File: src/rtl/pwm_timer.sv
// pwm_timer: memory-mapped multi-channel PWM generator for the shared memory bus.
//
// One prescaled up-counter feeds CHANNELS compare outputs. PERIOD and DUTYn are
// shadowed: the running copies (period_active / duty_active) reload only at a
// counter wrap or when the block is enabled, so a pulse is never cut short or
// stretched mid-period. An optional level interrupt reports the wrap flag.
//
// Register map (offset = address_in[5:2]*4), unused bits read 0:
//   0x00 CTRL      RW  [0] enable, [1] irq_en, [8+n] invert channel n
//   0x04 PRESCALE  RW  tick every PRESCALE+1 clocks
//   0x08 PERIOD    RW  shadowed, counter runs 0..PERIOD inclusive
//   0x0C COUNT     RO  current counter value
//   0x10 STATUS    W1C [0] wrap flag
//   0x20+4*n DUTYn RW  shadowed, channel n active while count < DUTYn
//   all other offsets read 0 and ignore writes
//
// Ports:
//   clk            system clock
//   reset          asynchronous active-low reset
//   address_in     bus address, bits [5:2] decoded
//   sel_in         peripheral select from the system address decode
//   read_in        bus read strobe (reads are side-effect free, so unused)
//   read_value_out read data, 0 whenever sel_in is low
//   write_mask_in  byte lane write enables
//   write_value_in write data
//   ready_out      access complete
//   pwm_out        registered PWM waveforms
//   irq_out        registered level wrap interrupt

module pwm_timer #(
  parameter int CHANNELS = 4,
  parameter int WIDTH    = 16
) (
  input  logic                clk,
  input  logic                reset,
  input  logic [31:0]         address_in,
  input  logic                sel_in,
  input  logic                read_in,
  output logic [31:0]         read_value_out,
  input  logic [3:0]          write_mask_in,
  input  logic [31:0]         write_value_in,
  output logic                ready_out,
  output logic [CHANNELS-1:0] pwm_out,
  output logic                irq_out
);

  localparam logic [3:0] REG_CTRL     = 4'd0;
  localparam logic [3:0] REG_PRESCALE = 4'd1;
  localparam logic [3:0] REG_PERIOD   = 4'd2;
  localparam logic [3:0] REG_COUNT    = 4'd3;
  localparam logic [3:0] REG_STATUS   = 4'd4;
  localparam int         DUTY_BASE    = 8;

  // Bus handshake: the access is a single cycle with zero wait states. While
  // sel_in is high ready_out is high in the same cycle, read_value_out carries
  // the addressed register combinationally, and a write (any write_mask_in bit
  // set) commits on the rising clk edge that ends the cycle. With sel_in low
  // the block drives 0 onto the ORed return path and ignores the bus.

  // Programmer-visible registers
  logic                ctrl_enable;
  logic                ctrl_irq_en;
  logic [CHANNELS-1:0] ctrl_inv;
  logic [WIDTH-1:0]    prescale;
  logic [WIDTH-1:0]    period;
  logic [WIDTH-1:0]    duty [CHANNELS];
  logic                status_flag;

  // Running state
  logic [WIDTH-1:0]    pre_cnt;
  logic [WIDTH-1:0]    count;
  logic [WIDTH-1:0]    period_active;
  logic [WIDTH-1:0]    duty_active [CHANNELS];
  logic [CHANNELS-1:0] pwm_q;
  logic                irq_q;

  // Decode and write strobes
  logic [3:0]          reg_idx;
  logic                wr_any;
  logic                wr_ctrl;
  logic                wr_prescale;
  logic                wr_period;
  logic                wr_status;
  logic [CHANNELS-1:0] wr_duty;

  // Byte-lane merged write values
  logic [WIDTH-1:0]    lane_mask;
  logic [WIDTH-1:0]    prescale_wr;
  logic [WIDTH-1:0]    period_wr;
  logic [WIDTH-1:0]    duty_wr [CHANNELS];

  // Timing events
  logic                tick;
  logic                wrap;
  logic                start;
  logic                shadow_load;
  logic                flag_clear;

  logic [31:0]         rdata;
  logic                unused_ok;

  assign reg_idx     = address_in[5:2];
  assign wr_any      = sel_in && (write_mask_in != 4'b0000);
  assign wr_ctrl     = wr_any && (reg_idx == REG_CTRL);
  assign wr_prescale = wr_any && (reg_idx == REG_PRESCALE);
  assign wr_period   = wr_any && (reg_idx == REG_PERIOD);
  assign wr_status   = wr_any && (reg_idx == REG_STATUS);

  always_comb begin
    wr_duty = '0;
    for (int n = 0; n < CHANNELS; n++) begin
      wr_duty[n] = wr_any && (reg_idx == 4'(DUTY_BASE + n));
    end
  end

  // Expand the byte enables to one bit per field bit so an unwritten lane keeps
  // its old contents.
  always_comb begin
    lane_mask = '0;
    for (int i = 0; i < WIDTH; i++) begin
      lane_mask[i] = write_mask_in[i >> 3];
    end
  end

  always_comb begin
    prescale_wr = (prescale & ~lane_mask) | (write_value_in[WIDTH-1:0] & lane_mask);
    period_wr   = (period   & ~lane_mask) | (write_value_in[WIDTH-1:0] & lane_mask);
    for (int n = 0; n < CHANNELS; n++) begin
      duty_wr[n] = (duty[n] & ~lane_mask) | (write_value_in[WIDTH-1:0] & lane_mask);
    end
  end

  // Counters only move while enabled; an enable write takes effect from the
  // following edge, so the edge that enables still sees the counters at 0.
  assign tick        = ctrl_enable && (pre_cnt == prescale);
  assign wrap        = tick && (count == period_active);
  // 0->1 enable loads the shadows so the first period already uses the latest
  // PERIOD/DUTY values. It can never coincide with wrap (wrap needs enable=1).
  assign start       = wr_ctrl && write_mask_in[0] && write_value_in[0] && !ctrl_enable;
  assign shadow_load = wrap || start;
  assign flag_clear  = wr_status && write_mask_in[0] && write_value_in[0];

  // Register file
  always_ff @(posedge clk or negedge reset) begin
    if (!reset) begin
      ctrl_enable <= 1'b0;
      ctrl_irq_en <= 1'b0;
      ctrl_inv    <= '0;
      prescale    <= '0;
      period      <= '0;
      for (int n = 0; n < CHANNELS; n++) begin
        duty[n] <= '0;
      end
    end else begin
      if (wr_ctrl && write_mask_in[0]) begin
        ctrl_enable <= write_value_in[0];
        ctrl_irq_en <= write_value_in[1];
      end
      if (wr_ctrl && write_mask_in[1]) begin
        ctrl_inv <= write_value_in[8 +: CHANNELS];
      end
      if (wr_prescale) begin
        prescale <= prescale_wr;
      end
      if (wr_period) begin
        period <= period_wr;
      end
      for (int n = 0; n < CHANNELS; n++) begin
        if (wr_duty[n]) begin
          duty[n] <= duty_wr[n];
        end
      end
    end
  end

  // Prescaler and main counter
  always_ff @(posedge clk or negedge reset) begin
    if (!reset) begin
      pre_cnt <= '0;
      count   <= '0;
    end else if (!ctrl_enable) begin
      pre_cnt <= '0;
      count   <= '0;
    end else if (tick) begin
      pre_cnt <= '0;
      count   <= wrap ? '0 : count + WIDTH'(1);
    end else begin
      pre_cnt <= pre_cnt + WIDTH'(1);
    end
  end

  // Shadow copies used by the compare logic
  always_ff @(posedge clk or negedge reset) begin
    if (!reset) begin
      period_active <= '0;
      for (int n = 0; n < CHANNELS; n++) begin
        duty_active[n] <= '0;
      end
    end else if (shadow_load) begin
      period_active <= period;
      for (int n = 0; n < CHANNELS; n++) begin
        duty_active[n] <= duty[n];
      end
    end
  end

  // Wrap flag: a wrap on the same edge as a clear wins so no wrap is lost.
  always_ff @(posedge clk or negedge reset) begin
    if (!reset) begin
      status_flag <= 1'b0;
    end else if (wrap) begin
      status_flag <= 1'b1;
    end else if (flag_clear) begin
      status_flag <= 1'b0;
    end
  end

  // Registered outputs. A disabled channel parks at its inactive level, which
  // is the invert bit; reset forces 0 regardless of invert.
  always_ff @(posedge clk or negedge reset) begin
    if (!reset) begin
      pwm_q <= '0;
      irq_q <= 1'b0;
    end else begin
      for (int n = 0; n < CHANNELS; n++) begin
        pwm_q[n] <= ctrl_enable ? ((count < duty_active[n]) ^ ctrl_inv[n]) : ctrl_inv[n];
      end
      irq_q <= status_flag & ctrl_irq_en;
    end
  end

  // Read mux
  always_comb begin
    rdata = '0;
    case (reg_idx)
      REG_CTRL: begin
        rdata[0]              = ctrl_enable;
        rdata[1]              = ctrl_irq_en;
        rdata[8 +: CHANNELS]  = ctrl_inv;
      end
      REG_PRESCALE: rdata[WIDTH-1:0] = prescale;
      REG_PERIOD:   rdata[WIDTH-1:0] = period;
      REG_COUNT:    rdata[WIDTH-1:0] = count;
      REG_STATUS:   rdata[0]         = status_flag;
      default: begin
        for (int n = 0; n < CHANNELS; n++) begin
          if (reg_idx == 4'(DUTY_BASE + n)) begin
            rdata[WIDTH-1:0] = duty[n];
          end
        end
      end
    endcase
  end

  assign read_value_out = sel_in ? rdata : 32'h0;
  assign ready_out      = sel_in;
  assign pwm_out        = pwm_q;
  assign irq_out        = irq_q;

  // Bus bits this peripheral does not decode.
  assign unused_ok = ^{read_in, address_in[31:6], address_in[1:0], write_value_in};

endmodule
File: config.mk
export PLATFORM = sky130hd
export DESIGN_NAME = pwm_timer
export DESIGN_NICKNAME = d
export VERILOG_FILES = /design/src/rtl/pwm_timer.sv
export SDC_FILE = /design/constraint.sdc
export NUM_CORES = 1
export LEC_CHECK = 0
export CORE_UTILIZATION = 45
export CTS_CLUSTER_DIAMETER = 100
export DETAILED_ROUTE_END_ITERATION = 7
export DONT_BUFFER_PORTS = 1
export PLACE_DENSITY_LB_ADDON = 0.12
export SLEW_MARGIN = 15
export SYNTH_ARGS = -nofsm -noshare
export SYNTH_HDL_FRONTEND = slang
export SYNTH_SLANG_ARGS = --single-unit
File: constraint.sdc
create_clock -name clk -period 2 [get_ports clk]
set_input_delay 0.1 -clock clk [delete_from_list [all_inputs] [get_ports clk]]
set_output_delay 0.1 -clock clk [all_outputs]
set_load 0.05 [all_outputs]
==> results.md <==
* Count leader, synth: dfrtp_1
* Setup WS post-layout at -210 ps
* Starting density of the core at 46.2%
* FF-to-FF setup slack at -210 ps
* Yosys cell types at 53
* Slew Limit Fails at 0
* Drt initial violations at 689
* Synth warn at 0
* Power density over the cells at 928 nW/µm²
* Via count at 8801
* Final-stage net count at 1351
* Post-Place Cells at 1438
* Max Clk Rate at 453 MHz
* Global-route wire length before repair at 53.1 mm
* Top cell type by total area after synthesis: dfrtp_1
* Largest net degree at the start of global routing at 221
* Antenna-violating nets left at 0
* Seq/Total Area, Yosys at 46.9%
* RSZ-0062 raised after global routing: true
* Net Sw Frac at 30.7%
* Vias per inst at 5.62
* Setup crit start kind: flip-flop
* Rows at 58
* Skew final at 21.9 ps
* Worst setup EP type: flip-flop
* #FFs+latches synth at 220
* Final Hold Violating Endpoints at 220
* GPL Wtd Cong at 0.837
* Power Internal at 10.1 mW
* Synth area leaders: dfrtp_1, mux2_2, ha_1, mux2i_1, xor2_1
* Drt first pass iters at 5
* Crit path DAT at 2610 ps
* Die Area at 26700 µm²
* Crit share post-route at 110%
* Status: finished with violations
* GR Util All Layers at 26.4%
* Crit path time final at 2210 ps
* Placed cell areas at 13100 µm²
* Layout fillers at 2045
* Layout Cells excl Fill at 1567
* Post-synth top area share at 46.9%
* I/O Buffers at 0
* Clk pwr share at 32.5%
* Reg clk slew, reported paths at 60 ps
* Worst-Margin Slew at 592 ps
* ANT cells at 0
* DRC Markers at 0
* Post-Place Worst Slack at -294 ps
* Mean routed wirelength per cell at 22.3 µm
* Tot Pwr at 14.6 mW
* Main synth FF type: dfrtp_1
* CP max FO at 5
* Io pins at 110
* Clk Latency, worst-skew pair at 540 ps
* Minimum hold slack at -732 ps
* Core area at 25400 µm²
* Most frequent cells after synthesis: dfrtp_1, mux2_2, ha_1, inv_1, nor2_1
* Violated checks: hold timing, setup timing
* CTS Buf Count at 26
* Worst reg2reg endpoint: duty_active[58]
* Mapped Cells at 1022
* Clock tree from TritonCTS: done
* Die X at 163 µm
* CTS H-tree lvls at 1
* Worst rel slew slack at 60.4%
* Logic pwr share at 26.6%
* Vias in the first global route at 8963
* Post-Route WL at 34.9 mm
* Initial antenna violation count at 0
* Fin util at 62.1%
* # hold bufs at CTS at 24
* Reg power frac at 41.0%
* Req. time, crit path at 2400 ps
* Die H at 163 µm
* Largest buffer count on any clock path at 3
* HPWL after detailed placement at 22.5 mm
* Critical Path End: duty_active[58]
* Layout cell share with drive strength beyond 1 at 44.7%
* Gr ovfl total at 0
* Final instance area at 15800 µm²
* Worst reg2reg path depth at 9
* Syn Area/Cell at 11.5 µm²
* TNS Setup at -16350 ps
* Setup CP Type: flip-flop to flip-flop
* Max Cap Viol at 0
* Area growth syn-to-layout at 34.4%
* Switch Pwr at 4.49 mW
* Leakage at 7.35 nW
* Synthesized area at 11700 µm²
* Final setup fails at 104
* Hold Path Class: primary input to async pin
* Post-synth EDFFs at 0
* Peak supply drop at 805 µV
* Asr flop ratio synth at 100%
* Root Buffer: clkbuf_16
* Clock sink total at 220
[critical path, stage by stage (launching register included)]
cell and delay, ps:
dfrtp_1 400, xor2_1 180, nor4_2 330, nand4_1 150, buf_6 170, nor2_4 140
a21oi_4 130, buf_4 190, buf_12 140, mux2_2 270
[repair_timing]
item | 4_1_cts | 5_1_grt
pin swaps | 48 | 71
gates resized for setup | 114 | 121
cloned | 5 | 3
setup buffers | 41 | 21
endpoints found under the setup margin | 115 | 116
hold endpoints to repair | 323 | 220
[layer usage]
layer  vias to the layer above  GRT usage [%]  part of all wire, %
met1                      4465           35.8                   44
met3                        66           4.14                  4.9
met5                         -              0                    0
li1                       4029              -                    -
met2                       241           43.3                   48
met4                         0           8.07                  3.1
[area by class of cell]
cell class              count  area [µm²]  area share, %
multi-input cells         690        6520           41.3
flip-flops and latches    220        5510           35.0
repair buffers            217        2230           14.1
clock buffers              41         798           5.06
well taps                 330         413           2.62
inverters                  62         233           1.48
clock inverters             7        62.6          0.397
[power groups by stage]
stage               combinational (mW)  clock [mW]  sequential [mW]
detailed placement                2.96           0             6.02
finish                            3.89        4.75             5.99
floorplan                         1.95           0             5.82
global route                      4.18        5.02             6.09
CTS                               3.43        4.82             5.96
global placement                  2.93           0             6.00
[worst min-delay path by stage]
| stage | depth (start not counted) | to | slack, ps | start |
|---|---|---|---|---|
| floorplan | 0 | async pin | -200 | reset |
| global placement | 0 | duty_active[46] | -190 | reset |
| detailed placement | 0 | duty_active[45] | -190 | reset |
| CTS | 0 | pre_cnt[13] | -760 | reset |
| global route | 0 | duty_active[46] | -750 | reset |
| finish | 0 | duty_active[46] | -730 | reset |
[cells in the final DEF (no fill, tap or decap), drive strengths merged, types with 2 or more instances in the layout]
cell type	count
a2111oi	2
a211o	2
a211oi	3
a21o	6
a21oi	39
a221oi	11
a22oi	11
and2	14
and3	21
and4	7
buf	191
clkbuf	43
clkinv	5
conb	16
dfrtp	220
dlygate4sd3	24
ha	62
inv	62
mux2	184
mux2i	37
nand2	42
nand2b	4
nand3	17
nand4	20
nor2	52
nor2b	4
nor3	7
nor4	9
o211ai	6
o21a	7
o21ai	21
o221ai	5
o22ai	10
o311ai	2
o41ai	2
or2	4
or3	4
xnor2	22
xor2	28
[kinds of logic after synthesis]
| logic type | after synthesis | share of synthesized area, % |
|---|---|---|
| DFF | 220 | 46.9 |
| xor gates and xnor gates | 50 | 3.73 |
| and+or+nand+nor | 207 | 8.99 |
| muxes | 221 | 20.8 |
| other | 1 | 0.0320 |
| AOI/OAI and AO/OA | 134 | 7.53 |
| buffers and inverters | 127 | 5.32 |
| adders and majority gates | 62 | 6.61 |
Power figures use the tool's default switching activity.
